## src/rtl/rv32i_pkg.sv

```systemverilog
`default_nettype none
// ============================================================================
//  Module      : rv32i_pkg
//  Description : Shared definitions for the RV32I non-pipelined core:
//                data width, the canonical NOP word, the instruction-fetch
//                state encoding and a word-alignment helper.
//  Revision    : 1.0  initial release
// ============================================================================
package rv32i_pkg;

    localparam int XLEN = 32;

    // addi x0, x0, 0
    localparam logic [31:0] NOP_INSN = 32'h0000_0013;

    // Instruction-fetch FSM encoding
    localparam logic [1:0] S_FETCH = 2'd0;  // request outstanding at pc
    localparam logic [1:0] S_HOLD  = 2'd1;  // instruction parked for decode
    localparam logic [1:0] S_DRAIN = 2'd2;  // swallowing an abandoned response

    // Clear the byte offset of an address.
    function automatic logic [XLEN-1:0] align_word(input logic [XLEN-1:0] addr);
        return {addr[XLEN-1:2], 2'b00};
    endfunction

endpackage
`default_nettype wire

```

## src/rtl/fetch_pc_reg.sv

```systemverilog
`default_nettype none
// ============================================================================
//  Module      : fetch_pc_reg
//  Description : Program counter for the fetch unit. Loads RESET_PC on
//                reset, otherwise a redirect takes priority over the +4
//                increment. Also exposes pc+4 (modulo 2^32).
//  Ports       : clk, rst_n (sync, active low), inc_en, redirect,
//                target[31:0] -> pc[31:0], pc_inc[31:0]
//  Revision    : 1.0  initial release
// ============================================================================
module fetch_pc_reg #(
    parameter logic [31:0] RESET_PC = 32'h0000_0000
) (
    input  logic        clk,
    input  logic        rst_n,
    input  logic        inc_en,
    input  logic        redirect,
    input  logic [31:0] target,
    output logic [31:0] pc,
    output logic [31:0] pc_inc
);
    import rv32i_pkg::*;

    logic [31:0] r_pc;

    always_ff @(posedge clk) begin
        if (!rst_n) begin
            r_pc <= RESET_PC;
        end else if (redirect) begin
            r_pc <= align_word(target);
        end else if (inc_en) begin
            r_pc <= r_pc + 32'd4;
        end
    end

    assign pc     = r_pc;
    // Natural 32-bit wrap: 0xFFFF_FFFC + 4 = 0x0000_0000.
    assign pc_inc = r_pc + 32'd4;

endmodule
`default_nettype wire

```

## src/rtl/instruction_fetch_unit.sv

```systemverilog
`default_nettype none
// ============================================================================
//  Module      : instruction_fetch_unit
//  Description : Producer side of the IF/ID interface. Sequences the PC,
//                runs a req/valid handshake with instruction memory and
//                parks each fetched word for decode under valid/ready.
//                Taken branches/jumps from execute flush the held or
//                in-flight fetch.
//  Ports       : clk, rst_n (sync, active low)
//                imem_req/imem_addr  -> instruction memory request
//                imem_valid/imem_rdata <- instruction memory response
//                IF_ID_IR/IF_ID_NPC/IF_ID_valid -> decode, ID_ready <- decode
//                br_taken/br_target  <- execute redirect
//  Revision    : 1.0  initial release
// ============================================================================
module instruction_fetch_unit #(
    parameter logic [31:0] RESET_PC = 32'h0000_0000,
    parameter logic [31:0] NOP_INSN = rv32i_pkg::NOP_INSN
) (
    input  logic        clk,
    input  logic        rst_n,
    output logic        imem_req,
    output logic [31:0] imem_addr,
    input  logic        imem_valid,
    input  logic [31:0] imem_rdata,
    output logic [31:0] IF_ID_IR,
    output logic [31:0] IF_ID_NPC,
    output logic        IF_ID_valid,
    input  logic        ID_ready,
    input  logic        br_taken,
    input  logic [31:0] br_target
);
    import rv32i_pkg::*;

    logic [1:0]  r_state;
    logic [31:0] r_ir;
    logic [31:0] r_npc;
    logic        r_valid;
    logic [31:0] r_drain_addr;   // address of the request being abandoned

    logic [31:0] w_pc;
    logic [31:0] w_pc_inc;
    logic        w_accept;

    // A response is taken only in S_FETCH and only when no redirect competes.
    assign w_accept = (r_state == S_FETCH) && imem_valid && !br_taken;

    fetch_pc_reg #(
        .RESET_PC (RESET_PC)
    ) u_pc (
        .clk      (clk),
        .rst_n    (rst_n),
        .inc_en   (w_accept),
        .redirect (br_taken),
        .target   (br_target),
        .pc       (w_pc),
        .pc_inc   (w_pc_inc)
    );

    // Request depends only on state and reset, never on decode or execute.
    assign imem_req  = rst_n && ((r_state == S_FETCH) || (r_state == S_DRAIN));
    // While draining, the memory still owes us the old address; keep it
    // stable even though pc already points at the redirect target.
    assign imem_addr = (r_state == S_DRAIN) ? r_drain_addr : w_pc;

    always_ff @(posedge clk) begin
        if (!rst_n) begin
            r_state      <= S_FETCH;
            r_ir         <= NOP_INSN;
            r_npc        <= RESET_PC;
            r_valid      <= 1'b0;
            r_drain_addr <= RESET_PC;
        end else if (br_taken) begin
            r_valid <= 1'b0;
            r_ir    <= NOP_INSN;
            case (r_state)
                S_FETCH: begin
                    // A same-cycle response is simply dropped; otherwise the
                    // outstanding request must be drained first.
                    if (!imem_valid) begin
                        r_state      <= S_DRAIN;
                        r_drain_addr <= w_pc;
                    end
                end
                S_HOLD:  r_state <= S_FETCH;
                S_DRAIN: r_state <= S_DRAIN;
                default: r_state <= S_FETCH;
            endcase
        end else begin
            case (r_state)
                S_FETCH: begin
                    if (imem_valid) begin
                        r_ir    <= imem_rdata;
                        r_npc   <= w_pc_inc;
                        r_valid <= 1'b1;
                        r_state <= S_HOLD;
                    end
                end
                S_HOLD: begin
                    if (ID_ready) begin
                        r_valid <= 1'b0;
                        r_ir    <= NOP_INSN;
                        r_state <= S_FETCH;
                    end
                end
                S_DRAIN: begin
                    if (imem_valid) begin
                        r_state <= S_FETCH;
                    end
                end
                default: r_state <= S_FETCH;
            endcase
        end
    end

    assign IF_ID_IR    = r_ir;
    assign IF_ID_NPC   = r_npc;
    assign IF_ID_valid = r_valid;

endmodule
`default_nettype wire

```

## config.mk

```make
export PLATFORM = sky130hd
export DESIGN_NAME = instruction_fetch_unit
export DESIGN_NICKNAME = d
export VERILOG_FILES = /design/src/rtl/rv32i_pkg.sv /design/src/rtl/fetch_pc_reg.sv /design/src/rtl/instruction_fetch_unit.sv
export SDC_FILE = /design/constraint.sdc
export NUM_CORES = 1
export LEC_CHECK = 0
export BUFFER_PORTS_ARGS = -buffer_cell sky130_fd_sc_hd__buf_2
export CAP_MARGIN = 20
export CORE_MARGIN = 4
export CORE_UTILIZATION = 40
export CTS_CLUSTER_SIZE = 25
export DETAILED_ROUTE_END_ITERATION = 10
export PLACE_DENSITY = 0.74
export SYNTH_ARGS = -nofsm -noshare
export SYNTH_HDL_FRONTEND = slang
export SYNTH_SLANG_ARGS = --single-unit
```

## constraint.sdc

```tcl
create_clock -name clk -period 2.26 [get_ports clk]
set_input_delay 0.452 -clock clk [delete_from_list [all_inputs] [get_ports clk]]
set_output_delay 0.452 -clock clk [all_outputs]
set_load 0.005 [all_outputs]
```

; ---- Yosys cells after proc, flatten, opt, wreduce, memory -nomap -nowiden
; Cells that the tools add are included.
[word_totals]
in_bits = 69
output_inout_bits = 98
mem_count = 0
ff_bits = 131
ramBits = 0
romBits = 0
latch_bits = 0
[classes]
reduce_logical = 13
n_div = 0
n_mux = 16
eq_ne = 8
bitwise = 3
n_shift = 0
n_addsub = 1
mul = 0
order_cmp = 0
[op_table]
columns = cell, count
row1 = $mux 32, 5
row2 = $pmux 32 s2, 1
row3 = $add 32x3->32 const B, 1
row4 = $ne 3x3->1 const B, 4
row5 = $mux 2, 5
row6 = $reduce_and 3->1, 3
row7 = $pmux 2 s3, 1
row8 = $ne 2x2->1 const B, 2
row9 = $pmux 2 s2, 1
row10 = $reduce_and 4->1, 1
row11 = $reduce_bool 2->1, 2
row12 = $logic_and 1x1->1, 3
row13 = $not 1->1, 3
row14 = $eq 2x1->1 const B, 1
row15 = $eq 2x2->1 const B, 1
row16 = $logic_not 2->1, 1
row17 = $mux 1, 2
row18 = $pmux 1 s2, 1
row19 = $reduce_or 2->1, 1
row20 = $logic_not 1->1, 1
row21 = $logic_or 1x1->1, 1

; ---- Depth between registers and ports, before layout
; Gate-level depths: netlist (run 1).
[depth]
ltp_word = 5
ltp_mapped = 7

; ---- Modules after synthesis
; Synthesis (run 1) repeated with hierarchy kept, for this count alone.
[unflattened]
hier_cells = 723
area_unflattened_um2 = 6213.5
[by_module_without_submodules]
columns = mod, area_per_inst_um2, cells_per_inst, instances, seq_area_each_um2
row1 = instruction_fetch_unit, 3910.0, 411, 1, 1981.9
row2 = fetch_pc_reg, 2303.5, 312, 1, 600.6

; ---- Worst setup path before layout (run 1)
; No wires, ideal clock.
[synth_path]
path_kind = reg-to-reg
startpoint = reg u_pc.r_pc[2] (netlist: u_pc.pc[2])
endpoint = reg r_npc[22] (netlist: IF_ID_NPC[22])
path_stages_with_launch = 7
arrival_time_ns = 1.860
path_slack_ns = 0.340
cell_sequence = dfxtp_1 > ha_1 > nand4_4 > nor3_4 > a41oi_2 > a2111oi_2 > a31o_1
[synth_via]
elab_chain_cells = 1
[synth_lines]
columns = element, line_no
row1 = start: declaration, fetch_pc_reg.sv:24  ; logic [31:0] r_pc;
row2 = start signal: assignment, fetch_pc_reg.sv:30  ; r_pc <= align_word(target);
row3 = start signal: assignment, fetch_pc_reg.sv:32  ; r_pc <= r_pc + 32'd4;
row4 = $add 32x3->32, fetch_pc_reg.sv:38  ; assign pc_inc = r_pc + 32'd4;
row5 = end signal: assignment, instruction_fetch_unit.sv:94  ; r_npc <= w_pc_inc;
row6 = end: declaration, instruction_fetch_unit.sv:37  ; logic [31:0] r_npc;
; Every way passes these cells.
; A chain may end at the register's enable or synchronous reset.

; ---- Worst setup path in the final report (run 1)
[layout_path]
startpoint = reg r_state[0]
endpoint = out imem_addr[31]
[layout_via]
elab_chain_cells = 2
[layout_lines]
columns = element, line_no
row1 = start: declaration, instruction_fetch_unit.sv:35  ; logic [1:0] r_state;
row2 = start signal: assignment, instruction_fetch_unit.sv:68  ; r_state <= S_FETCH;
row3 = start signal: assignment, instruction_fetch_unit.sv:81  ; r_state <= S_DRAIN;
row4 = start signal: assignment, instruction_fetch_unit.sv:85  ; S_HOLD: r_state <= S_FETCH;
row5 = $eq 2x2->1, instruction_fetch_unit.sv:64  ; assign imem_addr = (r_state == S_DRAIN) ? r_drain_addr : w_pc;
row6 = $mux 32, instruction_fetch_unit.sv:64
row7 = end: declaration, instruction_fetch_unit.sv:23  ; output logic [31:0] imem_addr,
; Every way passes these cells.

==> summary.md, run 1 <==
| Metric | Value |
|---|---|
| Most frequent cells in the layout | `160 x buf_2, 125 x dfxtp_1, 99 x nand2_1` |
| Hold Crit Class | `in2reg` |
| Port Buffer Count | `160` |
| Hold depth | `3` |
| Placed cell area | `6927 sq um` |
| WP data arrival | `~1.7 ns` |
| Area Overhead vs Synth | `25.07%` |
| Yosys warns | `0` |
| EDFF count, synth | `0` |
| Peak supply drop | `494.5 uV` |
| Crit Path Max Fanout | `19` |
| Reg2Reg Setup Slack | `around 0.24 ns` |
| Insertion delay to the later sink of the worst-skew pair | `0.42 ns` |
| Total number of vias | `5417` |
| Post-route cell area | `7515 sq um` |
| Wire per inst | `16.26 um` |
| Area share of the largest cell type after synthesis | `41.65%` |
| Die ar. | `17050 sq um` |
| Hold_ws | `0.2642 ns` |
| Avg Vias per Cell | `between 5 and 6` |
| Tmin final | `2.181 ns` |
| Worst Skew | `about 0.0055 ns` |
| Clock sinks | `125` |
| RSZ-0062 raised after global routing | `false` |
| PD cells | `between 700 and 800 nW/um^2` |
| Status | `finished clean` |
| Worst-margin pin slew | `between 0.9 and 1 ns` |
| Setup TNS | `0 ns` |
| Clock transition at path regs | `0.05 ns` |
| Ys async rst share | `0%` |
| Dpl hpwl | `11800 um` |
| FF/Latch Area | `about 2500 sq um` |
| Share of cells above drive strength 1 | `32.98%` |
| Synth area leader | `dfxtp_1` |
| Leak pwr | `3.133 nW` |
| Drt total wl | `approximately 17000 um` |
| Final hold viol count | `0` |
| Cell Area, Synth | `between 6000 and 7000 sq um` |
| Met2 Usage GRT | `32.21%` |
| Final worst-path cycle share | `96.52%` |
| Relative slew slack | `around two fifths` |
| First-pass GRT wire length | `about 27000 um` |
| Final Max Tran Viols | `0` |
| Row count | `44` |
| Worst Setup End Kind | `output port` |
| Num CTS Buffers | `17` |
| Initial DRC count | `308` |
| Tot GR Track Use | `19.97%` |
| Root buffer cell | `clkbuf_16` |
| Initial Util | `41.03%` |
| Drt pass-1 iters | `5` |
| Final core utilization | `51.32%` |
| Critical Path Start Type | `flop` |
| Grt met3 use | `under 10%` |
| Leading cell type in the layout, fill and taps excluded | `buf_2` |
| Synth Instances | `694` |
| Pin count of the biggest net entering global routing | `between 50 and 60` |
| Worst Setup Path Type | `reg2out` |
| Cell count of the worst reg-to-reg path | `6` |
| Most Used Layer, Global Route | `met2` |
| Post-CTS Setup Inserts | `0` |
| Final setup viols | `0` |
| Number of global-route vias before repair | `5326` |
| Die Width | `130.6 um` |
| Max Cap Viol | `0` |
| Gp weighted congestion | `between 0.8 and 0.9` |
| Fmax | `458.4 MHz` |
| Fillers | `between 1000 and 1500` |
| Initial antenna violation count | `0` |
| Multi-input logic area | `3110 sq um` |
| Top cells by area, synth | `dfxtp_1 42%, a21oi_1 6.5%, nand2_1 6.2%` |
| Synth Flop Type | `dfxtp_1` |
| Diodes inserted | `0` |
| Routed Antenna Nets | `0` |
| CTS tree | `built` |
| WP data required | `1.81 ns` |
| Met1 usage | `between 20% and 30%` |
| Final #Nets | `906` |
| Register area share after synthesis | `41.65%` |
| Die Ht | `between 100 and 150 um` |
| Clock buffer depth | `2` |
| Num ports | `167` |
| Remaining DRCs | `0` |
| Post-synth cell types | `57` |
| GRT overflow | `0` |
| Core area | `~15000 sq um` |
| H-tree levels | `4` |
| Yosys reg bits | `~130` |
| Avg Inst Size Synth | `8.657 sq um` |
==> stage by stage <==
| step | power (mW) | worst slack, ns | cells |
|---|---|---|---|
| 2_1_floorplan | 2.898 | 0.3402 | 697 |
| 3_3_place_gp | 3.162 | 0.2163 | 1001 |
| 3_5_place_dp | 3.173 | 0.1986 | 1001 |
| 4_1_cts | 5.904 | 0.02448 | 1030 |
| 5_1_grt | 6.116 | 0.01964 | 1030 |
| 6_report | 5.865 | 0.07872 | 1030 |
==> metal layers <==
| layer | wire length (um) | vias up | share of wire, % |
|---|---|---|---|
| met1 | 7463 | 2565 | 45 |
| li1 | - | 2666 | - |
| met2 | 7798 | 169 | 47 |
| met3 | 1310 | 17 | 7.8 |
| met4 | 180 | 0 | 1.1 |
| met5 | 0 | - | 0 |
==> power by group <==
part | switching, mW | total [mW] | internal [mW]
registers | 0.103 | 2.42 | 2.32
clock network | 0.964 | 2.73 | 1.77
logic | 0.388 | 0.713 | 0.325
total | 1.46 | 5.86 | 4.41
==> critical path, cell delays in order (launching register included) <==
cell and delay [ns]:
dfxtp_1 0.40, nor2b_4 0.19, buf_12 0.19, mux2_2 0.38, buf_2 0.14
==> synthesized netlist by cell type (2+ instances only) <==
cell      instances
dfxtp_1         125
nand2_1          99
a21oi_1          78
nor2_1           59
o21ai_0          42
clkbuf_1         37
mux2_2           30
xnor2_1          30
a22oi_1          29
xor2_1           24
nand3_1          15
buf_6            12
nand4_1          11
a211oi_1         10
buf_2             9
nor3_1            9
buf_1             8
buf_4             6
nor4_1            5
nor4_4            5
and3_1            4
nand4_4           3
o22ai_1           3
a21o_1            2
and2_1            2
and4_1            2
and4_2            2
clkbuf_8          2
nand2b_1          2
nor4_2            2
==> worst paths after layout <==
| check | from | endpoint |
|---|---|---|
| worst max-delay path | r_state[0]$_SDFFE_PN0P_ | imem_addr[31] |
| worst min-delay path | br_target[2] | u_pc.pc[2]$_SDFFE_PN0P_ |
| worst max register to register | u_pc.pc[3]$_SDFFE_PN0P_ | IF_ID_NPC[22]$_SDFFE_PN0P_ |
| worst min register to register | r_drain_addr[22]$_SDFFE_PN0P_ | r_drain_addr[22]$_SDFFE_PN0P_ |
==> flip-flops by register name (all words and copies together) (netlist names) <==
register,count
r_drain_addr,30
IF_ID_NPC,30
IF_ID_IR,32
r_state,2
IF_ID_valid,1
u_pc.pc,30
==> logic make-up (layout without fill, tap and decap cells) <==
logic type / Yosys count / in the layout / share of synthesized area, %
and+or+nand+nor: 237 / 237 / 20.99
muxes: 30 / 30 / 5.623
buffers and inverters: 76 / 225 / 7.143
other: 1 / 4 / 0.06241
adders and majority gates: 1 / 1 / 0.2082
DFF: 125 / 125 / 41.65
AOI/OAI and AO/OA: 170 / 170 / 16.45
xor gates and xnor gates: 54 / 54 / 7.872
==> cell type report <==
type / instances / area share, %
Clock buffer: 22 / 6.177
Timing Repair Buffer: 194 / 14.44
Clock inverter: 7 / 1.532
Multi-Input combinational cell: 496 / 41.39
Inverter: 2 / 0.09990
Sequential cell: 125 / 33.30
Tap cell: 184 / 3.064
==> repair_timing <==
action,4_1_cts,5_1_grt
gates resized for setup,0,2
endpoints found under the setup margin,0,12
hold buffers,0,0
(Power assumes the default switching activity.)
==> inputs of run 2 (changes only) <==
Settings changed: CORE_UTILIZATION 40 to 45, CTS_BUF_LIST set to sky130_fd_sc_hd__clkbuf_8, PLACE_DENSITY 0.74 to 0.66.
==> run 2 against run 1 <==
Compared with the run above:
- total power is 12% lower
- sequential cell count stayed put
- utilization is 6.0 points higher
- clock power is 25% lower
- clock skew is 0.0042 ns higher
- final area is 2.3% lower
- combinational power hardly changed
- worst setup slack better by 0.029 ns
- critical path depth stayed put
- sequential power hardly changed
- fmax is 1.3% higher
- clock-buffer cell count is 4 lower
- highest routed layer unchanged
==> summary.md, run 2 (synthesized netlist as in run 1, its figures left out) <==
| Metric | Value |
|---|---|
| Status | `finished clean` |
| Hold Crit Class | `in2reg` |
| Clock buffer depth | `2 (unchanged)` |
| Fmax | `464.6 MHz (+1.3%)` |
| Relative slew slack | `41.58% (+1.7 points)` |
| GRT overflow | `0 (unchanged)` |
| RSZ-0062 raised after global routing | `false` |
| Leak pwr | `3.041 nW (-2.9%)` |
| Setup TNS | `0 ns (unchanged)` |
| Die Width | `123.6 um (-5.4%)` |
| First-pass GRT wire length | `26210 um (-2.7%)` |
| Worst Setup End Kind | `output port` |
| Placed cell area | `6922 sq um (about the same)` |
| Leading cell type in the layout, fill and taps excluded | `buf_2` |
| WP data required | `1.81 ns (about the same)` |
| Share of cells above drive strength 1 | `33.41% (+0.43 points)` |
| Pre-CTS setup slack | `0.2194 ns (+0.02088 ns)` |
| Pin count of the biggest net entering global routing | `58 (+12%)` |
| Gp weighted congestion | `0.8152 (-4.5%)` |
| Remaining DRCs | `0 (unchanged)` |
| Diodes inserted | `0 (unchanged)` |
| Post-route cell area | `7345 sq um (-2.3%)` |
| Routed Antenna Nets | `0 (unchanged)` |
| Core area | `12820 sq um (-12%)` |
| Die ar. | `15260 sq um (-10%)` |
| Insertion delay to the later sink of the worst-skew pair | `0.45 ns (+0.03 ns)` |
| Port Buffer Count | `160 (unchanged)` |
| CTS Hold Bufs | `0 (unchanged)` |
| Cell count of the worst reg-to-reg path | `7 (+1)` |
| Dpl hpwl | `11870 um (+0.61%)` |
| Final worst-path cycle share | `95.24% (-1.3 points)` |
| Root buffer cell | `clkbuf_8` |
| Num CTS Buffers | `17 (unchanged)` |
| Worst Skew | `0.009737 ns (+0.004231 ns)` |
| Area Overhead vs Synth | `22.24%` |
| Initial DRC count | `277 (-10%)` |
| Initial antenna violation count | `0 (unchanged)` |
| H-tree levels | `4 (unchanged)` |
| Die Ht | `123.6 um (-5.4%)` |
| Drt total wl | `16450 um (-1.8%)` |
| Clock sinks | `125 (unchanged)` |
| Peak supply drop | `350.8 uV (-29%)` |
| Critical Path Start Type | `flop` |
| Final hold viol count | `0 (unchanged)` |
| Final setup viols | `0 (unchanged)` |
| CTS tree | `built` |
| Crit Path Max Fanout | `23 (+4)` |
| Worst Setup Path Type | `reg2out` |
| Number of global-route vias before repair | `5333 (+0.13%)` |
| PD cells | `703.4 nW/um^2 (-9.9%)` |
| Max incr delay on CP | `0.38 ns (-0.02 ns)` |
| Final #Nets | `904 (-0.22%)` |
| Wire per inst | `16.14 um (-0.77%)` |
| Row count | `41 (-6.8%)` |
| Final Worst Setup Slack | `0.1076 ns (+0.02890 ns)` |
| Max reg flops | `32 (unchanged)` |
| Tot GR Track Use | `22.01% (+2.0 points)` |
| Drt pass-1 iters | `5 (unchanged)` |
| Num ports | `167 (unchanged)` |
| Tmin final | `2.152 ns (-0.02890 ns)` |
| Clock transition at path regs | `0.08 ns (+0.03 ns)` |
| WP data arrival | `1.70 ns (-0.03 ns)` |
| Total number of vias | `5376 (-0.76%)` |
| Worst-margin pin slew | `0.8763 ns (-0.02543 ns)` |
| Max Cap Viol | `0 (unchanged)` |
| Hold depth | `3 (unchanged)` |
| Crit-path cells | `nor2b_4 -> buf_12 -> mux2_2 -> buf_2` |
| Avg Vias per Cell | `5.276 (+0.31%)` |
| Slowest CP cell | `mux2_2` |
| Most frequent cells in the layout | `160 x buf_2, 125 x dfxtp_1, 99 x nand2_1` |
| Final Max Tran Viols | `0 (unchanged)` |
| Initial Util | `46.85% (+5.8 points)` |
run 2: path summary, 6_finish.rpt:
path / start / to / slack, ns
worst max-delay path: r_state[1]$_SDFFE_PN0P_ / imem_addr[19] / 0.11
worst min-delay path: br_target[2] / u_pc.pc[2]$_SDFFE_PN0P_ / 0.24
worst max register to register: u_pc.pc[2]$_SDFFE_PN0P_ / IF_ID_NPC[30]$_SDFFE_PN0P_ / 0.26
worst min register to register: r_drain_addr[13]$_SDFFE_PN0P_ / r_drain_addr[13]$_SDFFE_PN0P_ / 0.45
run 2: critical path, delay by kind of cell (launching register included):
kind                   cells  cell delay, ns
and+or+nand+nor            1            0.18
muxes                      1            0.38
buffers and inverters      2            0.34
DFF                        1            0.36
run 2: where the power goes:
part | leakage, nW | switching [mW] | internal (mW) | total [mW]
registers | 1.02 | 0.0984 | 2.31 | 2.41
clock network | 0.189 | 0.926 | 1.11 | 2.04
logic | 1.83 | 0.388 | 0.326 | 0.714
total | 3.04 | 1.41 | 3.75 | 5.17
run 2: layout make-up:
cell class / instances / area (sq um)
Tap cell: 172 / 215.2
Multi-Input combinational cell: 496 / 3110
Inverter: 2 / 7.507
Clock inverter: 14 / 170.2
Sequential cell: 125 / 2502
Clock buffer: 18 / 247.7
Fill cell: 1203 / 5480
Timing Repair Buffer: 192 / 1091
run 2: per-stage QoR:
stage	cells	hold WS (ns)	power [mW]	util, %
6_report	1019	0.2410	5.166	57.27
5_1_grt	1019	0.2277	5.392	57.27
4_1_cts	1019	0.2168	5.220	57.23
3_5_place_dp	987	0.4464	3.178	53.97
3_3_place_gp	987	0.4385	3.153	53.97
2_1_floorplan	697	0.4329	2.898	-
run 2: metal layers:
metal	track usage (%)	wire (um)	vias to the layer above
met1	26.16	6730	2527
li1	-	-	2664
met2	37.65	8154	170
met5	0	0	-
met3	7.182	1334	15
met4	6.920	226	0
run 2: repair_timing:
action,in CTS,in global routing
resized for setup,0,1
setup endpoints to repair,0,8
buffers inserted,0,0
endpoints found under the hold margin,0,0
